===== src/rtl/wr_stream_packer.sv =====
// wr_stream_packer: buffers a valid/ready word stream in a FIFO and cuts it into
// fixed-length write bursts for axi_wr_master, at auto-incrementing, wrapping byte addresses.
// rst is expected to be released synchronously to clk by the reset source.
module wr_stream_packer #(
  parameter int unsigned     ADDR_WIDTH = 27,
  parameter int unsigned     DATA_WIDTH = 16,
  parameter int unsigned     BURST_LEN  = 8,
  parameter int unsigned     FIFO_DEPTH = 64,
  parameter longint unsigned BASE_ADDR  = 0,
  parameter longint unsigned ADDR_END   = 64'd1 << ADDR_WIDTH
) (
  input  logic                          clk,
  input  logic                          rst,
  input  logic                          init_end,
  input  logic                          s_valid,
  output logic                          s_ready,
  input  logic [DATA_WIDTH-1:0]         s_data,
  input  logic                          flush,
  output logic                          wr_trig,
  output logic [7:0]                    wr_len,
  output logic [DATA_WIDTH-1:0]         wr_data,
  input  logic                          wr_data_en,
  output logic [ADDR_WIDTH-1:0]         wr_addr,
  input  logic                          wr_ready,
  input  logic                          wr_done,
  output logic [$clog2(FIFO_DEPTH):0]   fifo_level,
  output logic                          busy,
  output logic                          underrun
);

  localparam int unsigned PW    = $clog2(FIFO_DEPTH);
  localparam int unsigned LW    = PW + 1;
  localparam int unsigned BYTES = DATA_WIDTH / 8;

  typedef enum logic [1:0] {StIdle, StReq, StData, StWaitDone} state_e;

  state_e                  state_q, state_d;
  logic                    trig_q, trig_d;
  logic [7:0]              len_q, len_d;
  logic [7:0]              beat_q, beat_d;
  logic [ADDR_WIDTH-1:0]   addr_q, addr_d;
  logic                    flush_pend_q, flush_pend_d;
  logic                    underrun_q, underrun_d;

  logic [DATA_WIDTH-1:0]   mem [FIFO_DEPTH];
  logic [PW:0]             wr_ptr_q, rd_ptr_q;
  logic [LW-1:0]           level;
  logic                    full, empty, push, pop;
  logic [63:0]             addr_sum;
  logic [ADDR_WIDTH-1:0]   addr_next;

  assign level   = wr_ptr_q - rd_ptr_q;
  assign full    = (level == LW'(FIFO_DEPTH));
  assign empty   = (level == '0);
  // Held low while reset is asserted so no word is taken during the reset cycle.
  assign s_ready = !rst && !full;
  assign push    = s_valid && s_ready;
  assign wr_data = empty ? '0 : mem[rd_ptr_q[PW-1:0]];

  // Next burst address; wraps to BASE_ADDR instead of splitting a burst across ADDR_END.
  assign addr_sum  = 64'(addr_q) + 64'(len_q) * 64'(BYTES);
  assign addr_next = (addr_sum >= ADDR_END) ? ADDR_WIDTH'(BASE_ADDR) : addr_sum[ADDR_WIDTH-1:0];

  // FIFO storage write port.
  always_ff @(posedge clk) begin
    if (push) mem[wr_ptr_q[PW-1:0]] <= s_data;
  end

  // FIFO pointers.
  always_ff @(posedge clk or posedge rst) begin
    if (rst) begin
      wr_ptr_q <= '0;
      rd_ptr_q <= '0;
    end else begin
      if (push) wr_ptr_q <= wr_ptr_q + 1'b1;
      if (pop)  rd_ptr_q <= rd_ptr_q + 1'b1;
    end
  end

  // Burst sequencing: next state, burst parameters, flush and underrun tracking.
  always_comb begin
    state_d      = state_q;
    trig_d       = trig_q;
    len_d        = len_q;
    beat_d       = beat_q;
    addr_d       = addr_q;
    flush_pend_d = flush_pend_q;
    underrun_d   = underrun_q;
    // A beat taken in the same cycle as wr_ready already belongs to the burst.
    pop = wr_data_en && !empty && ((state_q == StData) || (state_q == StReq && wr_ready));
    if (wr_data_en && !pop) underrun_d = 1'b1;

    case (state_q)
      StIdle: begin
        if (init_end && ((level >= LW'(BURST_LEN)) || (flush_pend_q && !empty))) begin
          state_d = StReq;
          trig_d  = 1'b1;
          beat_d  = '0;
          len_d   = (level >= LW'(BURST_LEN)) ? 8'(BURST_LEN) : 8'(level);
        end
      end
      StReq: begin
        if (wr_ready) begin
          trig_d  = 1'b0;
          state_d = StData;
          if (pop) begin
            beat_d = 8'd1;
            if (len_q == 8'd1) state_d = StWaitDone;
          end
        end
      end
      StData: begin
        if (pop) begin
          beat_d = beat_q + 8'd1;
          if (beat_q + 8'd1 == len_q) begin
            if (wr_done) begin
              state_d = StIdle;
              addr_d  = addr_next;
            end else begin
              state_d = StWaitDone;
            end
          end
        end
      end
      StWaitDone: begin
        if (wr_done) begin
          state_d = StIdle;
          addr_d  = addr_next;
        end
      end
      default: state_d = StIdle;
    endcase

    if (flush) flush_pend_d = 1'b1;
    else if (state_q == StIdle && empty) flush_pend_d = 1'b0;
  end

  // Control state registers.
  always_ff @(posedge clk or posedge rst) begin
    if (rst) begin
      state_q      <= StIdle;
      trig_q       <= 1'b0;
      len_q        <= '0;
      beat_q       <= '0;
      addr_q       <= ADDR_WIDTH'(BASE_ADDR);
      flush_pend_q <= 1'b0;
      underrun_q   <= 1'b0;
    end else begin
      state_q      <= state_d;
      trig_q       <= trig_d;
      len_q        <= len_d;
      beat_q       <= beat_d;
      addr_q       <= addr_d;
      flush_pend_q <= flush_pend_d;
      underrun_q   <= underrun_d;
    end
  end

  assign wr_trig    = trig_q;
  assign wr_len     = len_q;
  assign wr_addr    = addr_q;
  assign fifo_level = level;
  assign busy       = (state_q != StIdle);
  assign underrun   = underrun_q;

endmodule


===== config.mk =====
export PLATFORM = sky130hd
export DESIGN_NAME = wr_stream_packer
export DESIGN_NICKNAME = d
export VERILOG_FILES = /design/src/rtl/wr_stream_packer.sv
export SDC_FILE = /design/constraint.sdc
export NUM_CORES = 1
export LEC_CHECK = 0
export ABC_CLOCK_PERIOD_IN_PS = 5300
export CAP_MARGIN = 20
export CORE_MARGIN = 2
export CORE_UTILIZATION = 59
export DETAILED_ROUTE_END_ITERATION = 8
export GPL_TIMING_DRIVEN = 0
export PLACE_DENSITY = 0.74
export SYNTH_ARGS = -nofsm -noshare
export SYNTH_HDL_FRONTEND = slang
export SYNTH_SLANG_ARGS = --single-unit

===== constraint.sdc =====
create_clock -name clk -period 5.3 [get_ports clk]
set_input_delay 1.06 -clock clk [delete_from_list [all_inputs] [get_ports clk]]
set_output_delay 1.06 -clock clk [all_outputs]
set_load 0.05 [all_outputs]

==> flow_summary.ini <==
[status]
status = finished with violations
violations = setup timing

[sta]
rsz0062_at_grt = true
timing.fmax_mhz = 188
hold_viol = 0
fin_ws_ps = -26.2
relSlewSlack = 0.312
drv_slew = 0
tightest_slew_ps = 1030
min_period_over_period = 1.00
fin_crit_ps = 5330
finalSetupViolations = 3
finalClockSkew_ps = 18.5

[power]
powerDensity_nw_per_um2 = 545
power_frac_clock = 0.274
netSwitchingFraction = 0.355
leakagePower_nw = 16.6
peakVddDrop_uv = 732
power.total_mw = 27.6
pwr-share-seq = 0.353
p_int_mw = 17.8
combinationalPowerShare = 0.373
p_switching_mw = 9.79

[routing]
antenna_left = 0
wl_per_cell_um = 31.6
routed_via_density = 6.65
wl_um = 111000
drt_pass1_iterations = 6
via_count = 23300
drc = 0
drt-initial-drc-count = 2960

[global_routing]
antenna_found_initial = 3
grt_first_pass_wirelength_um = 160000
grt_pass1_vias = 23100
overflow = 0
grt_max_degree = 63
grtUsageTotal = 0.298

[final_layout]
final_common_cell = edfxtp_1
nNetsFinal = 2506
syn_to_final_growth_pct = 16.8
num-fill-cells = 4380
fin_util = 0.694
drive_gt1_frac = 0.278
final_cell_mix = edfxtp_1 (1,024), mux4_2 (224), mux2i_1 (135)

[critical_path]
criticalPathCategory = reg -> out
r2r_start = rd_ptr_q[3]
cp-endpoint = wr_data[7]
rr_endpoint = mem[62][2]
arrival_ps = 4270
worstRegToRegCells = 13
critPathRequiredTime_ps = 4240
critPathLaunch = rd_ptr_q[1]
start_kind = flop
endpoint_kind = output pin
rrSetupSlack_ps = 280
cp_max_fo = 10

[yosys]
yosysUniqueCellTypes = 71
ys_seq_elements = 1084
synth_flop_cell = edfxtp_1
avgSynthCellArea_sq_um = 19.8
async_reset_ff_frac = 0.0554
syn-cell-area_sq_um = 43300
ys_seq_area_frac = 0.745
yosysWarnings = 0
syn_inst = 2191
synth-edff-count = 1024

[cts]
cts_root_buffer = clkbuf_16
cts_made_buffers = 106
cts_tree = done
cts_htree_levels = 3
cts_buffer_depth = 3
cts_hold_buf = 0
cts.sinks = 1084
path_clk_slew_ps = 60
clk_latency_ps = 670

[run]
maxCapViolCount = 0

[place]
place_congestion = 0.912
dpl.hpwl_um = 74600
portBuffers = 83
place_ws_ps = -2150

[floorplan]
io_pins = 86
die_area_sq_um = 75600
fp.dieH_um = 275
core_sq_um = 72800
rows = 99
initial_core_util = 0.595
die_w_um = 275

[min_path]
hold_path_class = reg -> reg
holdPathStages = 1
-- final cells by class --
type	count	area [sq um]	share of cell area
inverter	24	97.6	0.00193
clock inverter	69	699	0.0138
sequential	1084	32300	0.638
antenna	2	5.00	0.0000990
timing repair buffer	162	1930	0.0382
tap	959	1200	0.0237
multi-input combinational	965	10900	0.216
clock buffer	125	2810	0.0555
buffer	117	668	0.0132
-- worst min-delay path by stage --
stage | endpoint | from
finish | wr_ptr_q[6] | wr_ptr_q[6]
global route | flush_pend_q | flush_pend_q
CTS | flush_pend_q | flush_pend_q
detailed placement | flush_pend_q | flush_pend_q
global placement | flush_pend_q | flush_pend_q
floorplan | flush_pend_q | flush_pend_q
-- power groups by stage --
| stage | Clock [mW] | Combinational (mW) | Sequential [mW] |
|---|---|---|---|
| finish | 7.55 | 10.3 | 9.73 |
| global route | 7.91 | 10.6 | 9.74 |
| CTS | 7.60 | 10.1 | 9.72 |
| detailed placement | 0 | 9.70 | 9.89 |
| global placement | 0 | 9.43 | 9.91 |
| floorplan | 0 | 6.14 | 9.93 |
-- synthesized netlist by cell type, types with 6 or more instances --
cell type / count / share of area
o21ai_1: 25 / 0.0029
o21ai_0: 21 / 0.0024
mux4_2: 224 / 0.12
nor2b_1: 6 / 0.00087
a2bb2oi_1: 7 / 0.0014
a21o_1: 6 / 0.0010
a211oi_1: 28 / 0.0049
xnor2_1: 22 / 0.0044
a311oi_1: 10 / 0.0020
clkbuf_1: 51 / 0.0044
buf_2: 26 / 0.0030
nand2_1: 57 / 0.0049
and3_1: 8 / 0.0012
nor2_1: 107 / 0.0093
o31ai_1: 12 / 0.0021
a221o_1: 10 / 0.0023
inv_1: 21 / 0.0018
edfxtp_1: 1024 / 0.71
a21oi_1: 12 / 0.0014
mux2i_1: 138 / 0.032
a22oi_1: 20 / 0.0035
xor2_1: 15 / 0.0030
o41ai_1: 6 / 0.0012
nor3_1: 17 / 0.0020
a31oi_1: 25 / 0.0036
nand3_1: 24 / 0.0028
o21bai_1: 6 / 0.0010
buf_4: 24 / 0.0042
ha_1: 20 / 0.0058
nand2b_1: 18 / 0.0026
dfrtp_1: 60 / 0.035
a221oi_1: 54 / 0.011
buf_1: 14 / 0.0012
-- stage by stage --
stage / area [sq um] / instances / hold slack, ps / TNS (ps)
final: 50600 / 3507 / 504 / -70.0
after global routing: 50600 / 3506 / 519 / -84.9
after CTS: 50500 / 3503 / 503 / -4.08
after detailed placement: 46600 / 3303 / 490 / -910130
after global placement: 45400 / 3234 / 453 / -1495850
after floorplan: 43300 / 2192 / 441 / -948
-- repair_timing --
item                       in CTS  in global routing
gates resized for setup       178                 26
buffers inserted                7                  0
pin swaps                       3                  2
setup endpoints to repair    1092                 34
-- logic make-up (layout without fill, tap and decap cells) --
logic type | Yosys count | count (layout) | synth area share
simple gates | 277 | 277 | 0.0310
other cells | 1 | 4 | 0.0000866
compound gates | 263 | 263 | 0.0453
flops | 1084 | 1084 | 0.745
mux | 363 | 363 | 0.149
fa+ha+maj | 22 | 22 | 0.00670
xor+xnor | 38 | 38 | 0.00786
buf+inv | 143 | 497 | 0.0159
-- metal layers --
layer | vias to the layer above | track usage | share of wire | routed length [um]
li1 | 9644 | - | - | -
met1 | 12200 | 0.405 | 0.37 | 41500
met2 | 1245 | 0.498 | 0.51 | 56100
met3 | 216 | 0.0558 | 0.087 | 9670
met4 | 4 | 0.0890 | 0.031 | 3480
met5 | - | 0 | 0.00023 | 25
-- sequential cells by signal (all words and copies together), names as in the netlist --
signal,count
wr_trig,1
mem,1024
state_q,2
wr_len,7
underrun,1
flush_pend_q,1
wr_ptr_q,7
beat_q,8
rd_ptr_q,7
wr_addr,26
-- critical path: stages (launching register included) --
cell and delay (ps):
dfrtp_1 380, buf_2 190, inv_1 240, nor2_2 170
clkbuf_2 300, clkbuf_2 350, a221oi_1 660, o21ai_0 160
a311oi_1 410, a2bb2oi_2 310, clkdlybuf4s15_2 420
Note: power is estimated with default switching activity, not from simulation.
